### src/rtl/seq_bench_pkg.sv
// rtl/seq_bench_pkg.sv - shared state encoding, default MISR polynomial and width helper for seq_bench_gen
package seq_bench_pkg;

    typedef enum logic [1:0] {
        IDLE  = 2'd0,
        COUNT = 2'd1,
        SHIFT = 2'd2,
        HOLD  = 2'd3
    } state_t;

    localparam logic [15:0] DEFAULT_SIG_POLY = 16'h8005;

    // Shift counter must be able to hold SR_DEPTH itself.
    function automatic int sc_width(input int depth);
        return $clog2(depth + 1);
    endfunction

endpackage

### src/rtl/seq_bench_misr.sv
// rtl/seq_bench_misr.sv - multiple-input signature register compacting the core's state word
module seq_bench_misr #(
    parameter int               SIG_W    = 16,
    parameter logic [SIG_W-1:0] SIG_POLY = 16'h8005
) (
    input  logic             CK,
    input  logic             RST,
    input  logic [SIG_W-1:0] D,
    output logic [SIG_W-1:0] SIG
);

    logic [SIG_W-1:0] sig;

    always_ff @(posedge CK) begin
        if (RST) begin
            sig <= '0;
        end else begin
            sig <= (sig << 1) ^ (sig[SIG_W-1] ? SIG_POLY : '0) ^ D;
        end
    end

    assign SIG = sig;

endmodule

### src/rtl/seq_bench_gen.sv
// rtl/seq_bench_gen.sv - counter / shift register / 4-state FSM benchmark core; SEQ_BENCH_MISR_EN adds the signature MISR
module seq_bench_gen
    import seq_bench_pkg::*;
#(
    parameter int               CNT_W    = 4,
    parameter int               SR_DEPTH = 5,
    parameter int               SIG_W    = 16,
    parameter logic [SIG_W-1:0] SIG_POLY = SIG_W'(DEFAULT_SIG_POLY)
) (
    input  logic                CK,
    input  logic                RST,
    input  logic                G0,
    input  logic                G1,
    input  logic                G2,
    output logic [CNT_W-1:0]    CNT,
    output logic [SR_DEPTH-1:0] SR,
    output logic [1:0]          STATE,
    output logic                TC,
    output logic [SIG_W-1:0]    SIG
);

    localparam int SC_W = sc_width(SR_DEPTH);

    if (CNT_W < 2 || SR_DEPTH < 2 || CNT_W + SR_DEPTH + 3 > SIG_W) begin : g_param_check
        $error("seq_bench_gen: illegal CNT_W/SR_DEPTH/SIG_W combination");
    end

    state_t              state, state_nxt;
    logic [CNT_W-1:0]    cnt, cnt_nxt;
    logic [SR_DEPTH-1:0] sr, sr_nxt;
    logic [SC_W-1:0]     sc, sc_nxt;
    logic                tc, tc_nxt;
    logic                wrap, last_shift;

    assign wrap       = (state == COUNT) && G1 && (cnt == '1);
    assign last_shift = (state == SHIFT) && (sc == SC_W'(SR_DEPTH - 1));

    always_ff @(posedge CK) begin
        if (RST || G0) begin
            state <= IDLE;
        end else begin
            state <= state_nxt;
        end
    end

    always_comb begin
        state_nxt = state;
        case (state)
            IDLE:    if (G1) state_nxt = COUNT;
            COUNT:   if (!G1) state_nxt = HOLD;
                     else if (cnt == '1) state_nxt = SHIFT;
            SHIFT:   if (last_shift) state_nxt = G1 ? COUNT : IDLE;
            HOLD:    if (G2) state_nxt = IDLE;
                     else if (G1) state_nxt = COUNT;
            default: state_nxt = IDLE;
        endcase
    end

    // Datapath next values; G1 is deliberately not consulted mid-SHIFT.
    always_comb begin
        cnt_nxt = cnt;
        sr_nxt  = sr;
        sc_nxt  = sc;
        tc_nxt  = wrap;
        if (state == COUNT && G1) begin
            cnt_nxt = cnt + CNT_W'(1);
        end
        if (state == SHIFT) begin
            sr_nxt = {sr[SR_DEPTH-2:0], G2};
            sc_nxt = last_shift ? '0 : sc + SC_W'(1);
        end
    end

    always_ff @(posedge CK) begin
        if (RST || G0) begin
            cnt <= '0;
            sr  <= '0;
            sc  <= '0;
            tc  <= 1'b0;
        end else begin
            cnt <= cnt_nxt;
            sr  <= sr_nxt;
            sc  <= sc_nxt;
            tc  <= tc_nxt;
        end
    end

    assign CNT   = cnt;
    assign SR    = sr;
    assign STATE = state;
    assign TC    = tc;

`ifdef SEQ_BENCH_MISR_EN
    logic [SIG_W-1:0] misr_d;

    assign misr_d = SIG_W'({tc, state, sr, cnt});

    seq_bench_misr #(
        .SIG_W    (SIG_W),
        .SIG_POLY (SIG_POLY)
    ) u_misr (
        .CK  (CK),
        .RST (RST),
        .D   (misr_d),
        .SIG (SIG)
    );
`else
    logic unused_poly;

    assign unused_poly = ^SIG_POLY;
    assign SIG         = '0;
`endif

endmodule

### config.mk
export PLATFORM = sky130hd
export DESIGN_NAME = seq_bench_gen
export DESIGN_NICKNAME = d
export VERILOG_FILES = /design/src/rtl/seq_bench_pkg.sv /design/src/rtl/seq_bench_misr.sv /design/src/rtl/seq_bench_gen.sv
export SDC_FILE = /design/constraint.sdc
export NUM_CORES = 1
export LEC_CHECK = 0
export ABC_CLOCK_PERIOD_IN_PS = 1200
export BUFFER_PORTS_ARGS = -buffer_cell sky130_fd_sc_hd__buf_2
export CORE_UTILIZATION = 46
export DETAILED_ROUTE_END_ITERATION = 10
export PLACE_DENSITY = 0.85
export SLEW_MARGIN = 20
export SYNTH_ARGS = -nofsm -noshare
export SYNTH_HDL_FRONTEND = slang
export SYNTH_HIERARCHICAL = 1
export SYNTH_SLANG_ARGS = --single-unit
### constraint.sdc
create_clock -name CK -period 1.2 [get_ports CK]
set_input_delay 0.06 -clock CK [delete_from_list [all_inputs] [get_ports CK]]
set_output_delay 0.06 -clock CK [all_outputs]
set_load 0.02 [all_outputs]
Word-level counts from Yosys, hierarchy flattened --
Cells that the tools add are included. Widths: inputs -> output; s select.
Cells by class: $add $sub $neg 2, equal/unequal tests 7, mux-type cells 8, reduce and logical (&&, ||, !) cells 6
Operators with widths (count):
- $mux 2 | 5
- $pmux 2 s4 | 1
- $add 4x1->4 const B | 1
- $eq 2x2->1 const B | 2
- $eq 4x4->1 const B | 1
- $add 3x1->3 const B | 1
- $eq 3x3->1 const B | 1
- $logic_and 1x1->1 | 3
- $mux 3 | 1
- $ne 3x2->1 const B | 1
- $eq 2x1->1 const B | 1
- $logic_not 2->1 | 1
- $ne 2x2->1 const B | 1
- $reduce_and 2->1 | 1
- $logic_or 1x1->1 | 1
- $mux 1 | 1
Word-level totals: register bits 15, input bits 5, word-level logic and storage cells 28

Depth between registers and ports, before layout --
depth in word-level cells 4, depth in mapped cells 5, mapped depth without buffers 5

Least setup slack after synthesis --
No wires, ideal clock.
path type register -> register, start point register state[0], in the netlist STATE[0], end point register state[1], in the netlist STATE[1], library setup time 0.124 ns, arrival time 1.167 ns, setup slack -0.091 ns, cell stages (with the launch flop) 6, period minus slack after synthesis 1.291 ns, cell sequence dfxtp_1 > buf_4 > and2b_2 > buf_4 > a22oi_1 > nor3_1
Between the ends: longest elaborated chain between the ends 4, elaborated cells on any way between the ends 9, those cells by class 5 x eq/ne; 1 x mux; 3 x reduce/logical
Ends and longest elaborated chain:
- start: declaration | line seq_bench_gen.sv:28 | state_t state, state_nxt;
- start signal: assignment | line seq_bench_gen.sv:42 | state <= state_nxt;
- $eq 2x2->1 | line seq_bench_gen.sv:36, seq_bench_gen.sv:48
- $logic_and 1x1->1 | line seq_bench_gen.sv:36 | assign last_shift = (state == SHIFT) && (sc == SC_W'(SR_DEPTH - 1));
- $ne 2x2->1 (no line)
- $reduce_and 2->1 (no line)
Several ways; a longest one is shown, not always the timed one. A chain may end at the register's enable or synchronous reset.

Worst setup path in the final report --
start point register state[1], in the netlist STATE[1], end point register cnt[3], in the netlist CNT[3]
Between the ends: longest elaborated chain between the ends 2
Ends and longest elaborated chain:
- $eq 2x1->1 | line seq_bench_gen.sv:65 | if (state == COUNT && G1) begin
- $logic_and 1x1->1 | line seq_bench_gen.sv:65
- end signal: assignment | line seq_bench_gen.sv:81 | cnt <= cnt_nxt;
- end: declaration | line seq_bench_gen.sv:29 | logic [CNT_W-1:0] cnt, cnt_nxt;
No other way between the ends.

==> key figures <==
Outcome
  • Status: complete, but fails checks
  • Failing checks: DRC

Worst setup path
  • Slowest CP cell: or3_4
  • CP Launch Type: register
  • Required @ worst endpoint: 1.43 ns
  • Worst Path Arrival: 1.38 ns
  • Cell Chain, Critical Path: nand3b_4 -> or3_4 -> a21oi_2
  • Largest stage delay on the critical path: 0.39 ns
  • Critical Path Fanout Max: 7
  • Worst Setup End Kind: register
  • Critical path class: register to register

Global route
  • Most used routing layer: met2
  • Largest net degree at the start of global routing: 16
  • First-pass GRT wire length: 2311 um
  • Initial antenna violation count: 0
  • Met2 Use GR: 26.97%
  • Global-route met1 utilization: 20.52%
  • Met3 Use GR: 3.750%
  • Number of global-route vias before repair: 522
  • Gr ovfl total: 0
  • GRT Total Usage: 16.96%

Hold path
  • Hold WC Path Type: input port to register

Route
  • Avg WL per Cell: 11.24 um
  • Via count: 632
  • Post-DR vias/cell: 4.899
  • Drt first pass iters: 7
  • Residual DRC: 8
  • Post-route ant nets: 0
  • Initial DRC count: 20
  • Routed wire length: 1450 um

Timing
  • Unrepaired setup endpoints after global routing: false
  • Final Cycle Share: 95.57%
  • Final setup fails: 0
  • Final-report hold violation count: 0
  • Min Hold Slack: 0.01670 ns
  • Min Clock Period, post-route: 1.147 ns
  • Max-slew violation count: 0
  • Fmax: 872.0 MHz
  • Setup TNS: 0 ns
  • Clk_skew: 0.006064 ns

Die
  • Row count: 14
  • I/O pins: 33
  • DIE HEIGHT: 43.43 um
  • CORE AREA: 1559 um^2
  • Initial core utilization: 50.64%
  • Die width: 43.43 um
  • Die area: 1886 um^2

Clock network
  • CTS sink cnt: 15
  • CTS tree: yes
  • Hold Buf Count CTS: 0
  • Clk buf depth: 2
  • Clk Latency, worst-skew pair: 0.30 ns
  • Clock transition at the registers of the reported paths: 0.10 ns
  • H-tree depth: 1
  • Clk Tree Root Cell: clkbuf_4
  • Total CTS buffers: 3

Synth
  • Area share of the largest cell type after synthesis: 38.03%
  • Ys async rst share: 0%
  • Synth top area cells: dfxtp_1, buf_4, nand2_1
  • Synthesized area: 789.5 um^2
  • Cell taking the most area after synthesis: dfxtp_1
  • Synth unique cells: 27
  • Top_reg_cell synth: dfxtp_1
  • Sequential area share after synthesis: 38.03%
  • EDFF count, synth: 0
  • Avg Cell Area, Syn: 8.311 um^2
  • FF+latch count, synth: 15
  • Synth warn: 6
  • Mapped Cells: 95

Place
  • Post-DP HPWL: 959.1 um
  • Placed cell count: 122
  • Routability cong.: 0.7601
  • Port-buffer cells: 16

Layout
  • Area Growth Syn to Fin: 10.94%
  • Final Non-Filler Cells: 129
  • Nets: 122
  • Most frequent cells in the layout: conb_1, buf_2, nand2_1, dfxtp_1, a21oi_1
  • Fillcell total: 142
  • N_diodes: 0
  • Final core utilization: 56.18%
  • Layout cells sized above 1: 30.09%

Flow run
  • Max Cap Violations: 0

Power
  • VDD IR-drop max: 0.0006471 V
  • Sw Pwr: 0.2665 mW
  • Reg power frac: 55.5%
  • Pwr dens: 1050 nW/um^2
  • Combinational share of power: 11.5%
  • Static leakage: 0.4043 nW
  • Clock power frac: 33.0%
  • Int Power: 0.6531 mW
  • Switching share of power: 28.98%
[state kept, by name (all words and copies together), names as in the netlist]
register and count:
SR 5, CNT 4, sc 3, STATE 2, TC 1
[power groups by stage]
stage / Sequential, mW / Clock [mW] / Combinational (mW)
after floorplan: 0.523 / 0 / 0.125
after global placement: 0.522 / 0 / 0.0967
after detailed placement: 0.522 / 0 / 0.0984
after CTS: 0.511 / 0.308 / 0.0986
after global routing: 0.511 / 0.328 / 0.116
final: 0.510 / 0.303 / 0.106
[stage by stage]
step                setup WS, ns  instance area, um^2  power, mW
CTS                      0.02804                835.8     0.9170
detailed placement       0.01024                807.0     0.6205
finish                   0.05317                875.8     0.9195
global route             0.01218                875.8     0.9554
global placement         0.06996                807.0     0.6186
floorplan               0.008616                850.8     0.6477
[kinds of logic (layout without fill, tap and decap cells)]
family | count (synthesis) | in the layout | share of synthesized area, %
flip-flops | 15 | 15 | 38.04
adder cells (fa/ha/maj) | 3 | 3 | 4.755
AO/OA/AOI/OAI | 16 | 16 | 11.57
XOR/XNOR | 2 | 2 | 2.219
AND/OR/NAND/NOR | 34 | 34 | 22.03
multiplexers | 1 | 1 | 1.268
buffers and inverters | 23 | 26 | 19.65
other | 1 | 16 | 0.4750
[synth_stat cells (2+ instances only)]
cell and count:
inv_1 2, buf_4 18, o21ai_0 3, nand3_1 2
nor2_1 7, nand2_1 15, clkbuf_1 2, a21oi_1 9
nor3_1 2, xor2_1 2, ha_1 3, dfxtp_1 15
[repair_timing]
action,in CTS,in global routing
endpoints found under the setup margin,1,2
pin swaps,0,0
setup buffers,0,3
resized for setup,1,6
[critical path, delay by kind of cell, from the launching register on]
kind	cells	cell delay, ns
flip-flops	1	0.36
AO/OA/AOI/OAI	1	0.15
AND/OR/NAND/NOR	2	0.58
[metal layers]
metal  up-vias  routed length (um)
met4         0                  31
met2        22                 708
met1       293                 640
met3         3                  69
met5         -                   0
li1        314                   -
[layout make-up]
cell class | count | area (um^2) | area share [%]
clock buffers | 3 | 22.52 | 2.571
clock inverters | 1 | 5.005 | 0.5714
inverters | 2 | 7.507 | 0.8571
multi-input cells | 72 | 404.1 | 46.14
flip-flops and latches | 15 | 306.5 | 35.00
well taps | 16 | 20.02 | 2.286
repair buffers | 20 | 110.1 | 12.57
[final timing paths]
kind | slack [ns] | cells past startpoint | startpoint | to
min | 0.02 | 3 | G2 | SR[0]
max | 0.05 | 3 | STATE[1] | CNT[3]
max reg2reg | 0.05 | 3 | STATE[1] | CNT[3]
min reg2reg | 0.47 | 2 | SR[4] | SR[4]
Power figures use the tool's default switching activity.
